[src/rtl/uart_pkg.sv]
// Shared UART definitions: FSM state encoding, default bit timing and 8N1 frame constants.
package uart_pkg;
  localparam int       CLK_PER_BIT_DEF = 434;
  localparam int       DATA_BITS       = 8;
  localparam logic     STOP_LEVEL      = 1'b1;

  typedef enum logic [1:0] {IDLE, START, DATA, STOP} uart_state_e;
endpackage

[src/rtl/uart_sync.sv]
// Two-flop synchronizer for asynchronous inputs; reset value chosen per use (idle level).
module uart_sync #(
  parameter int           W       = 1,
  parameter logic [W-1:0] RST_VAL = '1
) (
  input  logic         clk,
  input  logic         rst_n,
  input  logic [W-1:0] d,
  output logic [W-1:0] q
);
  logic [W-1:0] meta;

  always_ff @(posedge clk or negedge rst_n) begin
    if (!rst_n) begin
      meta <= RST_VAL;
      q    <= RST_VAL;
    end else begin
      meta <= d;
      q    <= meta;
    end
  end
endmodule

[src/rtl/uart_rx.sv]
// 8N1 UART receiver: counter-based mid-bit sampling, one-cycle valid / framing-error strobes.
module uart_rx
  import uart_pkg::*;
#(
  parameter int CLK_PER_BIT = CLK_PER_BIT_DEF
) (
  input  logic       clk,
  input  logic       rst_n,
  input  logic       rx,
  output logic [7:0] data_out,
  output logic       rx_valid,
  output logic       frame_err,
  output logic       busy
);
  localparam int          HALF_BIT  = CLK_PER_BIT / 2;
  localparam logic [15:0] HALF_LAST = 16'(HALF_BIT - 1);
  localparam logic [15:0] BIT_LAST  = 16'(CLK_PER_BIT - 1);
  localparam logic [2:0]  IDX_LAST  = 3'(DATA_BITS - 1);

  uart_state_e state, state_n;
  logic [15:0] clk_cnt, cnt_n;
  logic [2:0]  bit_idx, idx_n;
  logic [7:0]  shift, shift_n, dout_n;
  logic        vld_n, err_n;
  logic        rx_s, rx_d, armed, fall;
  logic [1:0]  warm;

  uart_sync #(.W(1), .RST_VAL(1'b1)) u_sync (
    .clk   (clk),
    .rst_n (rst_n),
    .d     (rx),
    .q     (rx_s)
  );

  // The sync flops come out of reset holding "idle", so a line that is low at
  // reset release would look like a falling edge. Only arm edge detection once
  // a real high sample has passed through the synchronizer.
  always_ff @(posedge clk or negedge rst_n) begin
    if (!rst_n) begin
      rx_d  <= 1'b1;
      warm  <= 2'b00;
      armed <= 1'b0;
    end else begin
      rx_d  <= rx_s;
      warm  <= {warm[0], 1'b1};
      armed <= armed | (warm[1] & rx_s);
    end
  end

  assign fall = armed & rx_d & ~rx_s;
  assign busy = (state != IDLE);

  always_ff @(posedge clk or negedge rst_n) begin
    if (!rst_n) state <= IDLE;
    else        state <= state_n;
  end

  always_comb begin
    state_n = state;
    cnt_n   = clk_cnt;
    idx_n   = bit_idx;
    shift_n = shift;
    dout_n  = data_out;
    vld_n   = 1'b0;
    err_n   = 1'b0;
    case (state)
      IDLE: begin
        cnt_n = '0;
        idx_n = '0;
        if (fall) state_n = START;
      end
      START: begin
        if (clk_cnt == HALF_LAST) begin
          cnt_n   = '0;
          idx_n   = '0;
          state_n = rx_s ? IDLE : DATA;
        end else begin
          cnt_n = clk_cnt + 16'd1;
        end
      end
      DATA: begin
        if (clk_cnt == BIT_LAST) begin
          cnt_n          = '0;
          shift_n[bit_idx] = rx_s;
          if (bit_idx == IDX_LAST) state_n = STOP;
          else                     idx_n   = bit_idx + 3'd1;
        end else begin
          cnt_n = clk_cnt + 16'd1;
        end
      end
      STOP: begin
        if (clk_cnt == BIT_LAST) begin
          cnt_n   = '0;
          state_n = IDLE;
          if (rx_s == STOP_LEVEL) begin
            dout_n = shift;
            vld_n  = 1'b1;
          end else begin
            err_n = 1'b1;
          end
        end else begin
          cnt_n = clk_cnt + 16'd1;
        end
      end
      default: state_n = IDLE;
    endcase
  end

  always_ff @(posedge clk or negedge rst_n) begin
    if (!rst_n) begin
      clk_cnt   <= '0;
      bit_idx   <= '0;
      shift     <= '0;
      data_out  <= '0;
      rx_valid  <= 1'b0;
      frame_err <= 1'b0;
    end else begin
      clk_cnt   <= cnt_n;
      bit_idx   <= idx_n;
      shift     <= shift_n;
      data_out  <= dout_n;
      rx_valid  <= vld_n;
      frame_err <= err_n;
    end
  end
endmodule

[config.mk]
export PLATFORM = sky130hd
export DESIGN_NAME = uart_rx
export DESIGN_NICKNAME = d
export VERILOG_FILES = /design/src/rtl/uart_pkg.sv /design/src/rtl/uart_sync.sv /design/src/rtl/uart_rx.sv
export SDC_FILE = /design/constraint.sdc
export NUM_CORES = 1
export LEC_CHECK = 0
export ABC_AREA = 1
export CAP_MARGIN = 30
export CORE_ASPECT_RATIO = 0.9
export CORE_UTILIZATION = 25
export CTS_CLUSTER_SIZE = 8
export DETAILED_ROUTE_END_ITERATION = 6
export PLACE_DENSITY = 0.41
export REMOVE_ABC_BUFFERS = 1
export SLEW_MARGIN = 20
export SYNTH_ARGS = -nofsm -noshare
export SYNTH_HDL_FRONTEND = slang
export SYNTH_SLANG_ARGS = --single-unit
[constraint.sdc]
create_clock -name clk -period 1.4 [get_ports clk]
set_input_delay 0.14 -clock clk [delete_from_list [all_inputs] [get_ports clk]]
set_output_delay 0.14 -clock clk [all_outputs]
set_load 0.02 [all_outputs]
==> impl_metrics.tcl <==
set metrics [dict create \
    status "finished, violations left" \
    failed_checks "negative setup slack" \
    timing.fmax_mhz 627 \
    combPwrFrac_pct 31.3 \
    synth-seq-area-share_pct 50.1 \
    r2r-start "clk_cnt[1]" \
    syn_area_um2 2260 \
    nFillCells 900 \
    grt_pass1_vias 1958 \
    critPathLaunchType "flip-flop" \
    mostFrequentLayoutCells "69 x nand2_1, 47 x buf_4, 38 x dfrtp_1" \
    post-route-period-util_pct 114 \
    r2r_setup_slack_ns -0.19 \
    hold_path_end "u_sync.meta" \
    area_delta_synth_final_pct 56.7 \
    skew_ns 0.00660 \
    fin_hold_ws_ns 0.238 \
    synth_cells 276 \
    switching_share_pct 30.3 \
    layout-drive-gt1-share_pct 40.8 \
    drv_slew 0 \
    required_ns 1.60 \
    reg2reg_depth 9 \
    drtIter0Drc 69 \
    drt_first_pass_iters 4 \
    antenna_cells 0 \
    holdPathStages 1 \
    period_minus_slack_ns 1.59 \
    synthArstFlopShare_pct 100 \
    critPathKind "reg2reg" \
    seq_power_share_pct 38.7 \
    dp_hpwl_mm 3.78 \
    grtUsageTotal_pct 13.4 \
    wl_per_cell_um 12.1 \
    clock_latency_ns 0.30 \
    synth_top_cells_by_area "dfrtp_1 47%, nand2_1 13%, nor2_1 6.2%, inv_1 5.0%, dfstp_2 3.5%" \
    die_area_um2 9410 \
    ys.flop_type "dfrtp_1" \
    finalPower_uw 3920 \
    layout_setup_ws_ns -0.195 \
    cp_max_fo 6 \
    arrival_ns 1.79 \
    power_leakage_uw 0.00183 \
    hold_violations 0 \
    finalSetupViolCount 38 \
    via_count 1987 \
    rows 32 \
    initial_core_util_pct 26.1 \
    synth_edf_count 0 \
    via_per_inst 4.17 \
    nets 365 \
    grt_setup_unrepaired "true" \
    die_x_um 102 \
    yosysTopAreaCellShare_pct 46.6 \
    path_clk_slew_ns 0.09 \
    antenna_found_initial 0 \
    avgSynthCellArea_um2 8.18 \
    power_density_nw_per_um2 1110 \
    worstReg2RegEnd "clk_cnt[8]" \
    clockRootBuffer "clkbuf_8" \
    gp_congestion 0.788 \
    dp_cells 450 \
    ir_drop_mv 0.502 \
    io_pins 14 \
    synth_seq_cells 45 \
    ant_nets 0 \
    p_sw_uw 1190 \
    final_common_cell "nand2_1" \
    endpoint_kind "flip-flop" \
    drc 0 \
    internal_power_uw 2730 \
    synth_cell_types 32 \
    core_um2 8650 \
    grt_pass1_wl_mm 9.55 \
    grt_overflow 0 \
    h-tree-depth 2 \
    p_clk_share_pct 30.0 \
    grt_max_degree 27 \
    port_buffers 13 \
    routed_wl_mm 5.77 \
    clock_sinks 45 \
    dieHeight_um 92.1 \
    worstHoldStart "rx" \
    fin_cells 477 \
    setup_tns_ns -4.56 \
    clock_path_buffers 2 \
    cts_made_buffers 5 \
    cap_violations 0 \
    hp-class "in2reg" \
    synth_top_area_cell "dfrtp_1" \
    yosys_warnings 0 \
    cts_tree "yes" \
    fin_util_pct 40.9 \
]
==> how the worst max path moves through the flow <==
stage | to | slack (ns) | cells after the start | from
final | clk_cnt[8] | -0.19 | 9 | clk_cnt[1]
after global routing | clk_cnt[5] | -0.29 | 10 | clk_cnt[1]
after CTS | data_out[3] | -0.16 | 9 | clk_cnt[1]
after detailed placement | shift[6] | -0.24 | 9 | clk_cnt[1]
after global placement | data_out[2] | -0.24 | 9 | clk_cnt[1]
after floorplan | clk_cnt[14] | -0.08 | 8 | clk_cnt[1]
==> stage by stage <==
| stage | instance area (µm²) | setup slack (ns) |
|---|---|---|
| 2_1_floorplan | 2240 | -0.0826 |
| 3_3_place_gp | 2840 | -0.236 |
| 3_5_place_dp | 2840 | -0.237 |
| 4_1_cts | 3280 | -0.162 |
| 5_1_grt | 3540 | -0.286 |
| 6_report | 3540 | -0.195 |
==> area by class of cell <==
class                           instances  area [µm²]  share of cell area, %
Clock buffer                            5        68.8                   1.95
Clock inverter                          3        65.1                   1.84
Inverter                               34         128                   3.61
Multi-Input combinational cell        198        1360                   38.4
Sequential cell                        45        1130                   32.1
Tap cell                              119         149                   4.21
Timing Repair Buffer                   73         634                   17.9
==> critical path: stages (launching register included) <==
cell and delay, ns:
dfrtp_1 0.41, inv_2 0.10, ha_4 0.15, nand3_4 0.08, nor2_4 0.16, nand2_4 0.11
buf_12 0.15, nand2_8 0.09, nand2_8 0.09, nor3b_2 0.16
==> kinds of logic (layout without fill, tap and decap cells) <==
family	after synthesis	count (layout)	share of synthesized area, %
and+or+nand+nor	162	165	33.7
buffers and inverters	36	115	6.49
adders and majority gates	5	5	2.77
DFF	45	45	50.1
other	1	1	0.166
AOI/OAI and AO/OA	24	24	5.65
xor gates and xnor gates	3	3	1.16
==> sequential cells by signal (all words and copies together) (netlist names), named ones only <==
signal and cells:
u_sync.meta 1, clk_cnt 16, bit_idx 3, u_sync.q 1, warm 2, data_out 8
rx_valid 1, state 1, shift 8, frame_err 1, armed 1, rx_d 1
==> synth_stat cells (2+ instances only) <==
library cell,n
a31oi_1,2
and3_1,2
dfstp_2,3
nor2_4,2
nor2_1,37
xnor2_1,2
nand3_1,12
a21oi_1,11
nand4_1,4
nand2_2,4
nand2_1,79
nor2_2,3
inv_1,30
o21ai_0,9
nand2_4,4
nor3_1,7
nor3_2,3
dfrtp_1,42
inv_2,3
ha_1,5
==> power by group through the flow <==
stage          Clock (µW)  Sequential [µW]  Combinational, µW
6_report             1180             1520               1230
5_1_grt              1260             1530               1340
4_1_cts              1210             1520               1000
3_5_place_dp            0             1510                695
3_3_place_gp            0             1500                702
2_1_floorplan           0             1490                414
==> metal layers <==
layer,track usage [%],wire (µm)
met1,19.3,3010
met2,19.9,2590
met3,2.74,113
met4,3.93,52
met5,0,0
==> repair_timing <==
item	4_1_cts	5_1_grt
endpoints found under the hold margin	42	0
resized for setup	71	37
hold buffers	1	0
buffers inserted	4	11
endpoints found under the setup margin	48	43
cloned	2	1
pin swaps	8	26
Note: power is estimated with default switching activity, not from simulation.
